### config.mk
export PLATFORM = sky130hd
export DESIGN_NAME = regfile_mp
export DESIGN_NICKNAME = d
export VERILOG_FILES = /design/src/rtl/regfile_mp.sv
export SDC_FILE = /design/constraint.sdc
export NUM_CORES = 1
export LEC_CHECK = 0
export ABC_AREA = 1
export CORE_MARGIN = 5
export CORE_UTILIZATION = 45
export DETAILED_ROUTE_END_ITERATION = 16
export PLACE_DENSITY = 0.64
export SYNTH_ARGS = -nofsm -noshare
export SYNTH_HDL_FRONTEND = slang
export SYNTH_SLANG_ARGS = --single-unit
### constraint.sdc
create_clock -name clk -period 4.3 [get_ports clk]
set_clock_uncertainty 0.15 [all_clocks]
set_input_delay 0.86 -clock clk [delete_from_list [all_inputs] [get_ports clk]]
set_output_delay 0.86 -clock clk [all_outputs]
set_load 0.01 [all_outputs]
### src/rtl/regfile_mp.sv
// regfile_mp -- parametrised multi-port register file with two write ports,
// optional same-cycle write-to-read bypass, optional hardwired-zero register 0
// and a sequenced bulk-clear engine.
//
// Ports:
//   clk      rising-edge clock
//   rst      synchronous active-low reset
//   ra       NUM_RD packed read addresses, port k = ra[k*AW +: AW]
//   rd       NUM_RD packed read data,      port k = rd[k*N  +: N]
//   we3/wa3/wd3  write port A (wins address collisions)
//   we4/wa4/wd4  write port B
//   clr      start bulk clear (sampled only while idle)
//   busy     clear engine active
//   wr_drop  registered pulse: an asserted write was discarded last cycle
module regfile_mp #(
  parameter int N       = 8,
  parameter int DEPTH   = 8,
  parameter int NUM_RD  = 2,
  parameter int BYPASS  = 1,
  parameter int R0_ZERO = 0,
  localparam int AW     = $clog2(DEPTH)
) (
  input  logic                 clk,
  input  logic                 rst,
  input  logic [NUM_RD*AW-1:0] ra,
  output logic [NUM_RD*N-1:0]  rd,
  input  logic                 we3,
  input  logic [AW-1:0]        wa3,
  input  logic [N-1:0]         wd3,
  input  logic                 we4,
  input  logic [AW-1:0]        wa4,
  input  logic [N-1:0]         wd4,
  input  logic                 clr,
  output logic                 busy,
  output logic                 wr_drop
);

  typedef enum logic {IDLE, CLEAR} state_t;

  localparam logic [AW-1:0] LAST_ADDR = AW'(DEPTH - 1);

  state_t          state_reg, state_next;
  logic [AW-1:0]   cnt_reg, cnt_next;
  logic            wr_drop_reg;
  logic [N-1:0]    mem_reg [DEPTH];

  logic            busy_now;
  logic            r0_a, r0_b;
  logic            acc_a, acc_b;
  logic            drop_now;

  assign busy_now = (state_reg == CLEAR);

  // Writes aimed at a hardwired-zero register 0 are treated as discarded.
  assign r0_a = (R0_ZERO != 0) && (wa3 == '0);
  assign r0_b = (R0_ZERO != 0) && (wa4 == '0);

  // Accepted writes: only these commit and only these may be forwarded.
  // Port B loses any address collision with an asserted port A.
  assign acc_a = we3 && !busy_now && !r0_a;
  assign acc_b = we4 && !busy_now && !r0_b && !(we3 && (wa3 == wa4));

  assign drop_now = (we3 && !acc_a) || (we4 && !acc_b);

  // Clear-engine FSM, next-state logic.
  always_comb begin
    state_next = state_reg;
    cnt_next   = cnt_reg;
    case (state_reg)
      IDLE: begin
        if (clr) begin
          state_next = CLEAR;
          cnt_next   = '0;
        end
      end
      CLEAR: begin
        cnt_next = cnt_reg + AW'(1);
        // Leave on the edge that clears the last register, so busy spans
        // exactly DEPTH cycles.
        if (cnt_reg == LAST_ADDR) begin
          state_next = IDLE;
        end
      end
      default: begin
        state_next = IDLE;
        cnt_next   = '0;
      end
    endcase
  end

  always_ff @(posedge clk) begin
    if (!rst) begin
      state_reg   <= IDLE;
      cnt_reg     <= '0;
      wr_drop_reg <= 1'b0;
    end else begin
      state_reg   <= state_next;
      cnt_reg     <= cnt_next;
      wr_drop_reg <= drop_now;
    end
  end

  // Storage. During CLEAR only the engine writes; both user ports are gated
  // off through acc_a/acc_b.
  always_ff @(posedge clk) begin
    if (!rst) begin
      for (int i = 0; i < DEPTH; i++) begin
        mem_reg[i] <= '0;
      end
    end else if (busy_now) begin
      mem_reg[cnt_reg] <= '0;
    end else begin
      if (acc_a) begin
        mem_reg[wa3] <= wd3;
      end
      if (acc_b) begin
        mem_reg[wa4] <= wd4;
      end
    end
  end

  // Combinational read ports.
  genvar gi;
  generate
    for (gi = 0; gi < NUM_RD; gi++) begin : g_rd
      logic [AW-1:0] addr;
      logic [N-1:0]  rd_val;

      assign addr = ra[gi*AW +: AW];

      always_comb begin
        rd_val = mem_reg[addr];
        if (BYPASS != 0) begin
          if (acc_a && (addr == wa3)) begin
            rd_val = wd3;
          end else if (acc_b && (addr == wa4)) begin
            rd_val = wd4;
          end
        end
        if ((R0_ZERO != 0) && (addr == '0)) begin
          rd_val = '0;
        end
      end

      assign rd[gi*N +: N] = rd_val;
    end
  endgenerate

  assign busy    = busy_now;
  assign wr_drop = wr_drop_reg;

endmodule

==> metrics.csv, run 1 <==
stage,metric,value,unit
timing,RSZ-0062 raised after global routing,no,
timing,Setup TNS Final,0,ns
final_layout,Area Overhead vs Synth,20.48,%
floorplanning,die width,116.5,um
job,max cap viols,0,
synth,average size of a mapped cell,7.144,um2
synth,cell count after synthesis,714,
global_route,initial antenna violation count,0,
place,Routability Congestion,0.9548,
timing,final setup fails,0,
global_route,first-pass GRT wire length,29.97,mm
critical_path,worst r2r src,busy,
synth,Synth Flop Type,edfxtp_1,
clocking,# clock sinks,69,
routing,post-route ant nets,0,
synth,Synth Warn #,0,
clocking,maximum root-to-sink buffer count,2,
timing,crit share post-route,0.9711,
clocking,cts bufs inserted,9,
clocking,later-pin clock latency in the skew report,0.34,ns
timing,Max-slew headroom,0.3405,
clocking,H-Tree Depth,3,
critical_path,Worst Setup SP,ra[4],
worst_hold_path,Worst Hold Class,register to register,
timing,Final Hold Viols,0,
critical_path,WP data required,3.29,ns
synth,"FF+latch count, synth",69,
place,Port Buffers,50,
final_layout,fillers,1031,
routing,Avg WL per Cell,21.23,um
power,Peak VDD IR,0.3004,mV
global_route,largest net degree at the start of global routing,27,
synth,share of the yosys chip area belonging to registers,0.3964,
clocking,Clock Tree Root,clkbuf_16,
place,Placed Cells,903,
power,leakage power,0.002583,uW
final_layout,Layout Nets,809,
place,Post-DP HPWL,14.27,mm
critical_path,CP Launch Type,input port,
global_route,vias in the first global route,5172,
final_layout,Layout Cells excl Fill,919,
critical_path,worst setup path class,input port to primary output,
synth,synth unique cells,31,
critical_path,Worst Setup End Kind,primary output,
global_route,met1 usage,0.4082,
global_route,Total GRT Usage,0.2986,
floorplanning,IO Count,51,
final_layout,layout cells sized above 1,0.1065,
timing,"Slew Viols, Final",0,
synth,Mapped Area,5101,um2
floorplanning,DIE HEIGHT,116.5,um
clocking,clock slew at reported path FFs,0.05,ns
critical_path,R2R Path End,mem_reg[3][7],
floorplanning,Initial Utilization,0.4645,
critical_path,Register-to-Register Path Depth,8,
routing,vias per inst,5.838,
floorplanning,core area,10980,um2
global_route,M3 GR Usage,0.07047,
routing,1st-pass router iterations,6,
timing,slew at the pin closest to its max-slew limit,0.9856,ns
clocking,CTS tree,yes,
floorplanning,row count,38,
critical_path,Crit path arrival time,3.17,ns
critical_path,crit path max fanout,10,
critical_path,CP endpoint,rd[8],
critical_path,Worst R2R Setup Slack,1.67,ns
status,status,finished clean,
synth,Async SR Flop Fraction,0,
timing,Fmax,0.2395,GHz
synth,number of enable flip-flop cells after synthesis,64,
clocking,number of hold buffers added after CTS,0,
final_layout,antenna diode count,0,
routing,residual DRC count,0,
routing,Routed WL,19.51,mm
routing,DRT iter0 DRCs,883,
global_route,most used routing layer in global routing,met2,
timing,min Tclk post-route,4.176,ns
global_route,GR met2 Demand/Resource,0.4573,
floorplanning,die area,13570,um2
final_layout,number of flip-flops under the largest register name,64,
global_route,global route overflow,0,
routing,via count,5365,
power,power per cell area,317.5,nW/um2
synth,net count after synthesis,749,
-- cell families after synthesis --
group	share of synthesized area
adders and majority gates	0.004905
xor gates and xnor gates	0.008586
DFF	0.3964
AOI/OAI and AO/OA	0.08634
buffers and inverters	0.05641
and+or+nand+nor	0.4474
-- critical path, stage by stage --
cell and delay (ns):
clkdlybuf4s50_1 0.48, clkinv_1 0.34, buf_4 0.32, nand3_1 0.11, nand3_1 0.09, and2_0 0.19
nand2_1 0.09, nand3_1 0.08, nand2_1 0.07, clkdlybuf4s50_1 0.53
-- layer usage --
| metal | wire [um] | vias up |
|---|---|---|
| met5 | 0 | - |
| met4 | 765 | 0 |
| met3 | 2130 | 46 |
| met1 | 8090 | 2460 |
| met2 | 8521 | 345 |
| li1 | - | 2514 |
-- per-stage QoR --
step,power (uW),setup slack [ns],instance area (um2),hold slack (ns),utilization
floorplan,1031,1.363,5101,0.3059,-
global placement,1223,0.1117,5859,0.3203,0.5335
detailed placement,1224,0.1487,5859,0.3350,0.5335
CTS,1944,0.1432,6143,0.3423,0.5594
global route,2018,0.03020,6146,0.3715,0.5596
finish,1952,0.1242,6146,0.3353,0.5596
-- final cells by class --
cell class                      count  area [um2]  share of cell area
Inverter                           36       135.1             0.02199
Multi-Input combinational cell    580        2791              0.4542
Timing Repair Buffer               78       738.2              0.1201
Clock inverter                      5       51.30            0.008347
Tap cell                          140       175.2             0.02850
Sequential cell                    69        2022              0.3290
Clock buffer                       11       232.7             0.03787
-- power by group --
| group | switching (uW) | internal, uW | total (uW) |
|---|---|---|---|
| logic | 267 | 156 | 423 |
| registers | 25.1 | 771 | 796 |
| clock network | 287 | 445 | 733 |
| total | 579 | 1370 | 1950 |
-- timing repair --
action,in CTS,in global routing
setup endpoints to repair,0,1
gates resized for setup,0,1
setup buffers,0,0
-- synth_stat cells (7+ instances only) --
cell type    n  share of area
a21oi_1      8         0.0078
and2_0      16          0.020
buf_2       17          0.017
clkbuf_1     8         0.0059
edfxtp_1    64           0.38
inv_1       26          0.019
inv_2        7         0.0052
nand2_1    283           0.21
nand2_4     11          0.024
nand3_1    112           0.11
nand4_1     16          0.020
nor2_1      33          0.024
nor2_4       9          0.020
o21ai_1     66          0.065
-- placed cells by master, fill, tap and decap left out, types with 2 or more instances in the layout --
cell / Yosys / layout
o21ai_0: 2 / 2
edfxtp_1: 64 / 64
nor2_2: 3 / 3
nor2_8: 2 / 2
nand2_2: 5 / 5
xnor2_1: 2 / 2
dfxtp_1: 5 / 5
nand2_1: 283 / 283
clkdlybuf4s50_1: 0 / 49
clkinv_2: 0 / 2
nor2_1: 33 / 33
and2_0: 16 / 16
nand4_1: 16 / 16
nand2_4: 11 / 11
nor2_4: 9 / 9
inv_2: 7 / 7
ha_1: 2 / 2
a21oi_1: 8 / 8
clkbuf_1: 8 / 2
buf_4: 0 / 26
clkinv_1: 3 / 4
inv_1: 26 / 26
buf_12: 0 / 2
nand3_1: 112 / 112
clkbuf_16: 0 / 9
o21ai_1: 66 / 66
xor2_1: 3 / 3
nand3_2: 2 / 2
-- how the worst min path moves through the flow --
stage	from	depth (start not counted)	to
finish	cnt_reg[2]	2	cnt_reg[2]
floorplan	cnt_reg[1]	2	cnt_reg[1]
global placement	cnt_reg[1]	2	cnt_reg[1]
global route	cnt_reg[2]	2	cnt_reg[2]
detailed placement	cnt_reg[2]	2	cnt_reg[2]
CTS	cnt_reg[2]	2	cnt_reg[2]
(Power assumes the default switching activity.)
==> inputs of run 2 (changes only) <==
--- a/config.mk
+++ b/config.mk
@@ -6,10 +6,12 @@
 export NUM_CORES = 1
 export LEC_CHECK = 0
 export ABC_AREA = 1
+export CELL_PAD_IN_SITES_DETAIL_PLACEMENT = 0
+export CELL_PAD_IN_SITES_GLOBAL_PLACEMENT = 1
 export CORE_MARGIN = 5
 export CORE_UTILIZATION = 45
 export DETAILED_ROUTE_END_ITERATION = 16
-export PLACE_DENSITY = 0.64
+export PLACE_DENSITY = 0.85
 export SYNTH_ARGS = -nofsm -noshare
 export SYNTH_HDL_FRONTEND = slang
 export SYNTH_SLANG_ARGS = --single-unit
==> constraint.sdc (replaced) <==
create_clock -name clk -period 4.91 [get_ports clk]
set_clock_uncertainty 0.15 [all_clocks]
set_input_delay 0.982 -clock clk [delete_from_list [all_inputs] [get_ports clk]]
set_output_delay 0.982 -clock clk [all_outputs]
set_load 0.01 [all_outputs]
==> metrics.csv, run 2 (same netlist as run 1, synthesis figures left out) <==
stage,metric,value,unit,change
status,status,finished clean,,
final_layout,number of flip-flops under the largest register name,64,,unchanged
worst_hold_path,"Endpoint, Worst Hold",cnt_reg[1],,
place,Post-DP HPWL,13.29,mm,-6.9%
floorplanning,row count,38,,unchanged
job,max cap viols,0,,unchanged
timing,slew at the pin closest to its max-slew limit,0.9438,ns,-0.04171 ns
critical_path,CP Launch Type,input port,,
critical_path,Top delay family on crit path,buffers and inverters,,
final_layout,fillers,1069,,+3.7%
place,Placed Cells,891,,-1.3%
floorplanning,DIE HEIGHT,116.5,um,unchanged
timing,Setup TNS Final,0,ns,unchanged
clocking,cts bufs inserted,9,,unchanged
critical_path,Register-to-Register Path Depth,8,,unchanged
timing,"Slew Viols, Final",0,,unchanged
power,leakage power,0.002524,uW,-2.3%
critical_path,most used cell along the critical path,nand2_1,,
final_layout,layout cells sized above 1,0.09518,,-0.01137
critical_path,crit path max fanout,11,,+1
global_route,largest net degree at the start of global routing,36,,+33%
place,Post-DP Area,5769,um2,-1.5%
floorplanning,core area,10980,um2,unchanged
timing,Final Hold Viols,0,,unchanged
final_layout,Layout Utilization,0.5541,,-0.005468
clocking,postcts setup bufs,0,,unchanged
timing,Max-slew headroom,0.3684,,+0.02791
critical_path,R2R Path End,mem_reg[5][2],,
worst_hold_path,Worst Hold Class,register to register,,
final_layout,register area,2022,um2,unchanged
routing,DRT iter0 DRCs,524,,-41%
critical_path,Worst path max stage delay,0.77,ns,+0.24 ns
critical_path,WP data required,3.78,ns,+0.49 ns
final_layout,"commonest non-fill, non-tap cell in the layout",nand2_1,,
critical_path,Worst Setup End Kind,primary output,,
final_layout,Area Overhead vs Synth,19.30,%,
clocking,Clock Tree Root,clkbuf_16,,
final_layout,highest-count cells in the layout ignoring fill and taps,"283 x nand2_1, 112 x nand3_1, 66 x o21ai_1",,
worst_hold_path,hold path cells,2,,unchanged
critical_path,Crit path arrival time,3.48,ns,+0.31 ns
final_layout,Layout Nets,797,,-1.5%
critical_path,crit-path cells,clkdlybuf4s50_1 -> xnor2_1 -> nand2_1 -> nor2_2 -> nand3_2 -> nand2_1 -> nand3_1 -> nand2_1 -> clkdlybuf4s50_1,,
floorplanning,die width,116.5,um,unchanged
global_route,vias in the first global route,5075,,-1.9%
power,power per cell area,287.8,nW/um2,-9.4%
routing,via count,5315,,-0.93%
routing,post-route ant nets,0,,unchanged
place,Routability Congestion,0.9313,,-2.5%
timing,crit share post-route,0.9399,,
clocking,number of hold buffers added after CTS,0,,unchanged
final_layout,antenna diode count,0,,unchanged
global_route,global route overflow,0,,unchanged
final_layout,Multi-input gate area,2791,um2,unchanged
final_layout,final instance area,6086,um2,-0.98%
critical_path,Worst R2R Setup Slack,2.34,ns,+0.67 ns
routing,Routed WL,18.00,mm,-7.7%
routing,Avg WL per Cell,19.85,um,-6.5%
timing,RSZ-0062 raised after global routing,no,,
clocking,post-cts sizing count,0,,unchanged
floorplanning,die area,13570,um2,unchanged
clocking,CTS tree,yes,,
routing,residual DRC count,0,,unchanged
critical_path,worst r2r src,busy,,
timing,Fmax,0.2167,GHz,
final_layout,Layout Cells excl Fill,907,,-1.3%
power,Peak VDD IR,0.1672,mV,-44%
critical_path,Buf/Inv on CP,2,,-2
global_route,Total GRT Usage,0.2810,,-0.01755
power,Power Total,1752,uW,-10%
floorplanning,Initial Utilization,0.4645,,unchanged
clocking,H-Tree Depth,3,,unchanged
global_route,initial antenna violation count,0,,unchanged
clocking,clock slew at reported path FFs,0.06,ns,about the same
clocking,# clock sinks,69,,unchanged
clocking,later-pin clock latency in the skew report,0.34,ns,about the same
floorplanning,IO Count,51,,unchanged
routing,vias per inst,5.860,,+0.38%
critical_path,worst setup path class,input port to primary output,,
clocking,maximum root-to-sink buffer count,2,,unchanged
place,Port Buffers,50,,unchanged
timing,final setup fails,0,,unchanged
routing,1st-pass router iterations,5,,-1
timing,min Tclk post-route,4.615,ns,
global_route,first-pass GRT wire length,28.55,mm,-4.7%
worst_hold_path,Hold Path Origin,cnt_reg[1],,
critical_path,Crit-path slowest cell,clkdlybuf4s50_1,,
run 2: cell types whose count changed in the layout (fill, tap and decap cells not counted), sizes merged:
cell / change
buf: -12
clkinv: -2
clkinvlp: +2
bufinv: +1
clkbuf: -1
clkdlybuf4s50: +1
dlymetal6s2s: -1
run 2: area by class of cell:
class,count,share of cell area
clock buffers,10,0.03762
well taps,140,0.02878
clock inverters,6,0.01439
flip-flops and latches,69,0.3322
multi-input cells,580,0.4587
repair buffers,66,0.1061
inverters,36,0.02220
run 2: metal layers:
layer / vias to the layer above / GRT usage / share of wire
li1: 2495 / - / -
met1: 2432 / 0.3771 / 0.42
met2: 337 / 0.4367 / 0.45
met3: 51 / 0.07565 / 0.11
met4: 0 / 0.1036 / 0.030
met5: - / 0 / 0
run 2: how the worst max path moves through the flow:
stage                     depth (start not counted)  startpoint  endpoint  slack, ns
after floorplan                                  10       ra[1]     rd[0]       1.73
after global placement                            9       ra[3]    rd[15]       0.39
after detailed placement                          9       ra[3]    rd[15]       0.36
after CTS                                         9       ra[3]    rd[15]       0.35
after global routing                              9       ra[3]    rd[12]       0.13
final                                             9       ra[3]    rd[12]       0.30
run 2: worst reg2reg max path, cell delays in order (launching register included):
cell	delay (ns)
dfxtp_1	0.61
nor2_8	0.09
nand2_4	0.20
nand2_1	0.15
o21ai_1	0.12
nand2_2	0.18
nor2_4	0.30
nor2_1	0.07
nand2_1	0.36
run 2: stage by stage:
| step | worst slack [ns] | hold WS [ns] |
|---|---|---|
| 2_1_floorplan | 1.729 | 0.3059 |
| 3_3_place_gp | 0.3924 | 0.3228 |
| 3_5_place_dp | 0.3642 | 0.3414 |
| 4_1_cts | 0.3532 | 0.3505 |
| 5_1_grt | 0.1343 | 0.3793 |
| 6_report | 0.2951 | 0.3465 |
run 2: power by group:
| part | internal (uW) | total [uW] | switching, uW |
|---|---|---|---|
| clock | 444 | 699 | 256 |
| combinational | 131 | 357 | 226 |
| sequential | 675 | 695 | 20.7 |
| total | 1250 | 1750 | 502 |
